==> config.mk <==
export PLATFORM = sky130hd
export DESIGN_NAME = pseudo_spi_rx_intf_flat
export DESIGN_NICKNAME = d
export VERILOG_FILES = /design/src/rtl/pseudo_spi_rx_intf_if.sv /design/src/rtl/pseudo_spi_rx_intf.sv /design/src/flat_wrapper.sv
export SDC_FILE = /design/constraint.sdc
export NUM_CORES = 1
export LEC_CHECK = 0
export ABC_AREA = 1
export ABC_CLOCK_PERIOD_IN_PS = 1500
export CORE_UTILIZATION = 48
export CTS_BUF_LIST = sky130_fd_sc_hd__clkbuf_16
export CTS_CLUSTER_SIZE = 12
export DETAILED_ROUTE_END_ITERATION = 10
export PLACE_DENSITY = 0.76
export SLEW_MARGIN = 30
export SYNTH_ARGS = -nofsm -noshare
export SYNTH_HDL_FRONTEND = slang
export SYNTH_SLANG_ARGS = --single-unit
export TNS_END_PERCENT = 50
==> constraint.sdc <==
create_clock -name CLK -period 1.5 [get_ports CLK]
set_clock_uncertainty 0.1 [all_clocks]
set_input_delay 0.225 -clock CLK [delete_from_list [all_inputs] [get_ports CLK]]
set_output_delay 0.225 -clock CLK [all_outputs]
set_load 0.005 [all_outputs]
==> src/rtl/pseudo_spi_rx_intf_if.sv <==
// Bus bundle between the serial-to-SRAM loader and its surroundings: start/config
// inputs, the serial line, the shift clocks/select strobe and the SRAM write port.
interface pseudo_spi_rx_intf_if #(
    parameter int MEMORY_DATA_WIDTH = 8,
    parameter int MEMORY_ADDR_WIDTH = 9,
    parameter int RESERVED_DATA_LEN = 8
);
    logic                         BGN;
    logic [MEMORY_ADDR_WIDTH-1:0] ADDR_BGN;
    logic [RESERVED_DATA_LEN-1:0] DATA_LEN;
    logic                         SPI_SI;
    logic                         SCLK1;
    logic                         SCLK2;
    logic                         SEL;
    logic                         CEN;
    logic                         D_WE;
    logic [MEMORY_ADDR_WIDTH-1:0] A;
    logic [MEMORY_DATA_WIDTH-1:0] PO;
    logic                         spi_is_done;

    // The loader is the bus master: it owns the clocks, the strobe and the SRAM port.
    modport master (
        input  BGN, ADDR_BGN, DATA_LEN, SPI_SI,
        output SCLK1, SCLK2, SEL, CEN, D_WE, A, PO, spi_is_done
    );

    modport slave (
        output BGN, ADDR_BGN, DATA_LEN, SPI_SI,
        input  SCLK1, SCLK2, SEL, CEN, D_WE, A, PO, spi_is_done
    );
endinterface

==> src/rtl/pseudo_spi_rx_intf.sv <==
// Serial-to-SRAM loader: shifts bytes in LSB-first with two-phase clocks and writes
// them to descending SRAM addresses. Every output is registered one cycle behind the FSM.
module pseudo_spi_rx_intf #(
    parameter int MEMORY_DATA_WIDTH = 8,
    parameter int MEMORY_ADDR_WIDTH = 9,
    parameter int RESERVED_DATA_LEN = 8
) (
    input  logic                CLK,
    input  logic                RST_N,
    pseudo_spi_rx_intf_if.master bus
);
    localparam int BIT_W = $clog2(MEMORY_DATA_WIDTH);

    typedef enum logic [2:0] {
        S_IDLE, S_SEL, S_SHIFT, S_WRITE, S_LOOP, S_DONE
    } state_t;

    typedef struct packed {
        logic                         sclk1;
        logic                         sclk2;
        logic                         sel;
        logic                         cen;
        logic                         d_we;
        logic [MEMORY_ADDR_WIDTH-1:0] a;
        logic [MEMORY_DATA_WIDTH-1:0] po;
        logic                         done;
    } out_t;

    localparam out_t OUT_RST = '{cen: 1'b1, default: '0};

    state_t                       state_q, state_d;
    logic [MEMORY_ADDR_WIDTH-1:0] addr_r, addr_d;
    logic [RESERVED_DATA_LEN-1:0] cnt_r, cnt_d;
    logic [MEMORY_DATA_WIDTH-1:0] sh_r;
    logic [BIT_W-1:0]             bit_q, bit_d;
    logic [1:0]                   phase_q, phase_d;
    out_t                         out_q, out_d;

    // NOTE: state registers use non-blocking assignments so every flop samples
    // pre-edge values regardless of statement order.
    always_ff @(posedge CLK or negedge RST_N) begin
        if (!RST_N) begin
            state_q <= S_IDLE;
            addr_r  <= '0;
            cnt_r   <= '0;
            sh_r    <= '0;
            bit_q   <= '0;
            phase_q <= '0;
            out_q   <= OUT_RST;
        end else begin
            state_q <= state_d;
            addr_r  <= addr_d;
            cnt_r   <= cnt_d;
            bit_q   <= bit_d;
            phase_q <= phase_d;
            out_q   <= out_d;
            // Sample at the edge that closes the cycle in which SCLK2 is high.
            if (out_q.sclk2) sh_r <= {bus.SPI_SI, sh_r[MEMORY_DATA_WIDTH-1:1]};
        end
    end

    // NOTE: every signal gets a default before the case so no path leaves one
    // unassigned, which would otherwise infer a latch.
    always_comb begin
        state_d = state_q;
        addr_d  = addr_r;
        cnt_d   = cnt_r;
        bit_d   = bit_q;
        phase_d = phase_q;
        out_d   = OUT_RST;

        if (!bus.BGN) begin
            state_d = S_IDLE;
        end else begin
            case (state_q)
                S_IDLE: begin
                    addr_d  = bus.ADDR_BGN;
                    cnt_d   = bus.DATA_LEN;
                    state_d = S_SEL;
                end
                S_SEL: begin
                    out_d.sel = 1'b1;
                    bit_d     = '0;
                    phase_d   = '0;
                    state_d   = S_SHIFT;
                end
                S_SHIFT: begin
                    out_d.sclk1 = (phase_q == 2'd0);
                    out_d.sclk2 = (phase_q == 2'd2);
                    phase_d     = phase_q + 2'd1;
                    if (phase_q == 2'd3) begin
                        bit_d = bit_q + BIT_W'(1);
                        if (bit_q == BIT_W'(MEMORY_DATA_WIDTH - 1)) state_d = S_WRITE;
                    end
                end
                S_WRITE: begin
                    out_d.cen  = 1'b0;
                    out_d.d_we = 1'b1;
                    out_d.a    = addr_r;
                    out_d.po   = sh_r;
                    state_d    = S_LOOP;
                end
                S_LOOP: begin
                    if (cnt_r == '0) begin
                        state_d = S_DONE;
                    end else begin
                        cnt_d   = cnt_r - RESERVED_DATA_LEN'(1);
                        addr_d  = addr_r - MEMORY_ADDR_WIDTH'(1);
                        state_d = S_SEL;
                    end
                end
                S_DONE: out_d.done = 1'b1;
                default: state_d = S_IDLE;
            endcase
        end
    end

    assign bus.SCLK1       = out_q.sclk1;
    assign bus.SCLK2       = out_q.sclk2;
    assign bus.SEL         = out_q.sel;
    assign bus.CEN         = out_q.cen;
    assign bus.D_WE        = out_q.d_we;
    assign bus.A           = out_q.a;
    assign bus.PO          = out_q.po;
    assign bus.spi_is_done = out_q.done;
endmodule

==> src/flat_wrapper.sv <==
// flat-port wrapper written by rule: the top's interface ports become plain ports
module pseudo_spi_rx_intf_flat 
#(
    parameter int MEMORY_DATA_WIDTH = 8,
    parameter int MEMORY_ADDR_WIDTH = 9,
    parameter int RESERVED_DATA_LEN = 8
)
  (CLK, RST_N, bus_BGN, bus_ADDR_BGN, bus_DATA_LEN, bus_SPI_SI, bus_SCLK1, bus_SCLK2, bus_SEL, bus_CEN, bus_D_WE, bus_A, bus_PO, bus_spi_is_done);
  pseudo_spi_rx_intf_if #(.MEMORY_DATA_WIDTH(MEMORY_DATA_WIDTH), .MEMORY_ADDR_WIDTH(MEMORY_ADDR_WIDTH), .RESERVED_DATA_LEN(RESERVED_DATA_LEN)) bus_i ();
  input  logic CLK;
  input  logic RST_N;
  input wire logic [$bits(bus_i.BGN)-1:0] bus_BGN;
  input wire logic [$bits(bus_i.ADDR_BGN)-1:0] bus_ADDR_BGN;
  input wire logic [$bits(bus_i.DATA_LEN)-1:0] bus_DATA_LEN;
  input wire logic [$bits(bus_i.SPI_SI)-1:0] bus_SPI_SI;
  output wire logic [$bits(bus_i.SCLK1)-1:0] bus_SCLK1;
  output wire logic [$bits(bus_i.SCLK2)-1:0] bus_SCLK2;
  output wire logic [$bits(bus_i.SEL)-1:0] bus_SEL;
  output wire logic [$bits(bus_i.CEN)-1:0] bus_CEN;
  output wire logic [$bits(bus_i.D_WE)-1:0] bus_D_WE;
  output wire logic [$bits(bus_i.A)-1:0] bus_A;
  output wire logic [$bits(bus_i.PO)-1:0] bus_PO;
  output wire logic [$bits(bus_i.spi_is_done)-1:0] bus_spi_is_done;
  assign bus_i.BGN = bus_BGN;
  assign bus_i.ADDR_BGN = bus_ADDR_BGN;
  assign bus_i.DATA_LEN = bus_DATA_LEN;
  assign bus_i.SPI_SI = bus_SPI_SI;
  assign bus_SCLK1 = bus_i.SCLK1;
  assign bus_SCLK2 = bus_i.SCLK2;
  assign bus_SEL = bus_i.SEL;
  assign bus_CEN = bus_i.CEN;
  assign bus_D_WE = bus_i.D_WE;
  assign bus_A = bus_i.A;
  assign bus_PO = bus_i.PO;
  assign bus_spi_is_done = bus_i.spi_is_done;
  pseudo_spi_rx_intf #(.MEMORY_DATA_WIDTH(MEMORY_DATA_WIDTH), .MEMORY_ADDR_WIDTH(MEMORY_ADDR_WIDTH), .RESERVED_DATA_LEN(RESERVED_DATA_LEN)) u_core (.CLK(CLK), .RST_N(RST_N), .bus(bus_i));
endmodule
======== After elaboration in Yosys (flattened, before gate mapping) ========
Cells that the tools add are included.
storage, ports and cells
  flip-flop bits (word level) ............. 56
  output and inout port bits .............. 23
operators by class
  add/sub/neg operators ................... 4
  muxes and demuxes ....................... 17
  reductions and logical operators ........ 9
  eq/ne operators ......................... 13
operators with widths
  cell                                                                     number
  23-bit two-way mux                                                       1
  19-bit two-way mux                                                       1
  3-bit case mux with 6 select lines                                       1
  9-bit case mux with 2 select lines                                       1
  8-bit case mux with 2 select lines                                       1
  3-bit two-way mux                                                        5
  3-bit == test, second input constant                                     3
  9-bit two-way mux                                                        1
  3-bit AND reduction                                                      3
  9-bit by 1-bit subtractor with 9-bit output, second input constant       1
  8-bit zero test                                                          1
  8-bit two-way mux                                                        1
  8-bit by 1-bit subtractor with 8-bit output, second input constant       1
  3-bit by 2-bit == test with 1-bit output, second input constant          2
  3-bit by 2-bit inequality test with 1-bit output, second input constant  2
  3-bit case mux with 2 select lines                                       1
  2-bit == test, second input constant                                     2
  2-bit inequality test, second input constant                             2
  2-bit case mux with 2 select lines                                       1
  2-bit nonzero test                                                       2
  3-bit by 1-bit adder with 3-bit output, second input constant            1
  3-bit by 1-bit == test with 1-bit output, second input constant          1
  3-bit zero test                                                          1
  2-bit by 1-bit adder with 2-bit output, second input constant            1
  other kinds (5)                                                          6

======== Depth between registers and ports, before layout ========
Gate-level depths: netlist of run 1.
  depth after elaboration ................. 5
  mapped depth ............................ 10

======== Worst setup path before layout of run 1 ========
OpenSTA, ideal clock, no wires.
  path kind ............................... register -> register
  start point ............................. register u_core.cnt_r[0]
  end point ............................... register u_core.addr_r[6]
  required time ........................... 1.284 ns
  arrival ................................. 1.296 ns
  clock period less this slack ............ 1.513 ns
  setup slack ............................. -0.013 ns
  stages on the path, launching flop included .. 11
  path through ............................ dfrtp_1 > inv_1 > ha_1 > nand2_1 > nor2_2 > nand3_2 > nand2_4 > buf_6 > nor2_1 > nand2_1 > nand2_1
between the ends
  longest elaborated chain between the ends .. 3
ends and longest elaborated chain
  item                             RTL line                   text
  start, declared                  pseudo_spi_rx_intf.sv:33   logic [RESERVED_DATA_LEN-1:0] cnt_r, cnt_d;
  start signal, assigned           pseudo_spi_rx_intf.sv:53   cnt_r <= cnt_d;
  8-bit zero test                  pseudo_spi_rx_intf.sv:104  if (cnt_r == '0) begin
  2-bit inequality test (no line)  n/a
  3-bit AND reduction (no line)    n/a
  end signal, assigned             pseudo_spi_rx_intf.sv:52   addr_r <= addr_d;
  end, declared                    pseudo_spi_rx_intf.sv:32   logic [MEMORY_ADDR_WIDTH-1:0] addr_r, addr_d;
Every way passes these cells.
A chain may end at the register's enable or synchronous reset.

======== Worst setup path in the final report of run 1 ========
  start point ............................. register u_core.out_q (netlist bit u_core.bus.SCLK2)
  end point ............................... output port bus_SCLK2
RTL lines
  item                    RTL line                  text
  start, declared         pseudo_spi_rx_intf.sv:37  out_t out_q, out_d;
  start signal, assigned  pseudo_spi_rx_intf.sv:56  out_q <= out_d;
  end, declared           flat_wrapper.sv:17        output wire logic [$bits(bus_i.SCLK2)-1:0] bus_SCLK2;
No word-level cell between the ends.

==> key figures, run 1 <==
Detailed routing
  – Initial DRC Count: 187
  – DRC Markers: 0
  – Vias per std cell: 4.79
  – Post-detailed-route count of antenna-violating nets: 0
  – Overall via count from detail_route: 2262
  – Wire length after detailed routing: 5360 um
  – Number of detailed-route iterations in the first pass: 4
  – Post-DR wirelength/cell: 11.4 um

Floorplanning
  – Height of the chip: 76.8 um
  – Core area: 5240 um2
  – Floorplan die area: 5890 um2
  – Width of the chip: 76.8 um
  – Ports: 44
  – Initial core utilization: 0.512
  – Number of standard-cell rows in the floorplan: 26

Synthesis
  – Syn Nets: 358
  – Number of warnings printed during yosys synthesis: 0
  – Unique cell type count in the Yosys netlist: 27
  – Post-synth ARST share: 1.00
  – Number of instances in the synthesized netlist: 329
  – Cell taking the most area after synthesis: dfrtp_1
  – Yosys top cell area share: 0.513
  – Number of synthesized register bits: 56
  – Biggest area contributors in the synthesized netlist: dfrtp_1 51%, nand2_1 14%, nor2_1 6.9%
  – Top_reg_cell synth: dfrtp_1
  – Post-synthesis sequential area ratio: 0.523
  – Syn Std Cell Area: 2680 um2
  – Post-Synthesis Mean Instance Area: 8.15 um2
  – Number of synthesized flops with an enable pin: 0

Placement
  – Placed Area: 3340 um2
  – Count of buffers from port buffering: 43
  – Pre-CTS setup slack: -0.141 ns
  – Routability congestion estimate from global placement: 0.785
  – Detail Placement HPWL: 3740 um
  – Number of placed cells counting well taps: 457

Timing
  – Worst relative slew slack: 0.750
  – Time the final worst path needs with I/O delays and setup: 1.47 ns
  – Worst Setup Slack, final: 0.0340 ns
  – Total Neg Setup Slack: 0 ns
  – Worst hold slack after final layout: 0.280 ns
  – Endpoints failing setup: 0
  – Max Slew Vio Count: 0
  – Portion of the clock cycle consumed by the worst path in the final layout: 0.977
  – Slew of the pin with the lowest slew margin: 0.375 ns
  – FMAX: 0.682 GHz
  – RSZ-0062 raised after global routing: true
  – Number of hold violations in the final report: 0

Critical path
  – Worst setup SP type: flip-flop
  – WS Path Type: reg -> out
  – Slowest cell on the critical path: clkdlybuf4s50_1
  – Cell chain of the critical path: clkdlybuf4s50_1
  – Maximum fanout encountered on the critical timing path: 2
  – Worst EP arrival: 1.14 ns
  – Crit path max-delay family: buffers and inverters
  – Maximum single-stage delay on the critical path: 0.51 ns
  – Required time worst endpoint: 1.17 ns
  – Critical path buffer and inverter count: 1
  – Endpoint kind of the worst setup timing path: output pin

Cells and area
  – Number of nets in the layout: 430
  – Sequential Area: 1410 um2
  – Final-layout fill cell count: 416
  – Cell Count, Final, Fillers Out: 472
  – Syn-to-layout area delta: 35.5%
  – Final design area excluding fillers: 3640 um2
  – Area used by multi-input combinational logic: 1180 um2
  – Final Core Density: 0.694
  – Number of antenna cells inserted: 0
  – Layout cell share with drive strength beyond 1: 0.194

Clock tree
  – Clock sinks: 56
  – CTS H-tree depth: 2
  – Clock latency on the worst-skew pair: 0.29 ns
  – Clock-pin slew of the registers on the worst-case setup and hold paths: 0.07 ns
  – Clock tree from TritonCTS: yes
  – Cell at the root of the clock tree: clkbuf_16
  – CTS max path bufs: 2
  – Total clock buffers created by CTS: 5

Global route
  – Global-route wire length before repair: 9350 um
  – Initial antenna violation count: 0
  – Final global-route overflow total: 0
  – Largest net degree at the start of global routing: 27
  – Via count of the first global-routing pass: 2189
  – Total global-route track usage: 0.199

Power and ir drop
  – Final total power: 4.18 mW
  – PD cells: 1150 nW/um2
  – Leak Pwr: 1.80 nW
  – IR Drop Worst-Case VDD: 510 uV

Min path
  – Hold WC Path Type: in -> async

Flow run
  – Number of maximum-capacitance violations: 0

Status
  – Run status: finished clean
==> cell type report <==
class | instances | area share
flip-flops and latches | 56 | 0.386
well taps | 70 | 0.0241
clock inverters | 3 | 0.00482
clock buffers | 5 | 0.0344
multi-input cells | 229 | 0.326
inverters | 38 | 0.0392
repair buffers | 71 | 0.185
==> cell usage after synthesis, types with 3 or more instances <==
master and instances:
buf_2 3, dfrtp_1 55, ha_1 8, inv_1 32, inv_2 6, nand2_1 102
nand3_1 21, nor2_1 49, nor2_2 4, o21ai_0 27
==> flip-flops by register name, summed over array words and instances (netlist names), 2 cells and up <==
name            count
u_core.sh_r         8
u_core.state_q      3
u_core.phase_q      2
u_core.bit_q        3
u_core.bus.A        9
u_core.addr_r       9
u_core.cnt_r        8
u_core.bus.PO       8
==> layer usage <==
layer | track usage | vias to the layer above | routed length (um)
met2 | 0.336 | 48 | 2680
met3 | 0.0357 | 6 | 189
li1 | - | 1159 | -
met4 | 0.0692 | 0 | 59
met1 | 0.257 | 1049 | 2430
met5 | 0 | - | 0
==> layout by cell type (no fill, tap or decap), types with 3 or more instances in the layout <==
cell type,instances
nand2_1,99
dfrtp_1,53
nor2_1,43
clkdlybuf4s50_1,41
inv_1,26
o21ai_0,24
buf_4,22
nand3_1,19
inv_2,12
nor2_2,8
ha_1,5
clkbuf_16,5
nor2_4,4
o21ai_1,4
nand2_2,3
nand2_4,3
buf_6,3
==> repair_timing <==
| item | CTS | global route |
|---|---|---|
| resized for setup | 5 | 31 |
| hold buffers | 1 | 0 |
| endpoints found under the setup margin | 12 | 23 |
| gates cloned | 1 | 0 |
| pin swaps | 2 | 10 |
| endpoints found under the hold margin | 14 | 0 |
| setup buffers | 2 | 3 |
==> cell families (layout without fill, tap and decap cells) <==
group | count (synthesis) | after routing | synth area share
AOI/OAI and AO/OA | 33 | 33 | 0.0686
adders and majority gates | 8 | 8 | 0.0373
buffers and inverters | 45 | 117 | 0.0714
DFF | 56 | 56 | 0.523
and+or+nand+nor | 187 | 188 | 0.300
==> power by group <==
group / leakage [nW] / switching [mW] / internal (mW)
Clock: 0.0716 / 0.520 / 0.617
Sequential: 0.738 / 0.161 / 1.71
Combinational: 0.988 / 0.660 / 0.508
Total: 1.80 / 1.34 / 2.84
==> final timing paths <==
kind	startpoint	end	slack, ns	cells after the start
min in group CLK	u_core.addr_r[5]	u_core.addr_r[5]	0.38	2
max reg2reg	u_core.cnt_r[1]	u_core.state_q[2]	0.04	9
max	u_core.bus.SCLK2	bus_SCLK2	0.03	1
min	RST_N	u_core.bus.SEL	0.28	2
max in group asynchronous	RST_N	u_core.state_q[2]	0.43	3
min reg2reg	u_core.addr_r[5]	u_core.addr_r[5]	0.38	2
Note: power is estimated with default switching activity, not from simulation.
==> run 2, diff against run 1 <==
- CAP_MARGIN: default -> 20
- GPL_ROUTABILITY_DRIVEN: default -> 0
==> results of run 2 <==
Same layout as run 1: the final DEF is identical, and so are final timing and power.
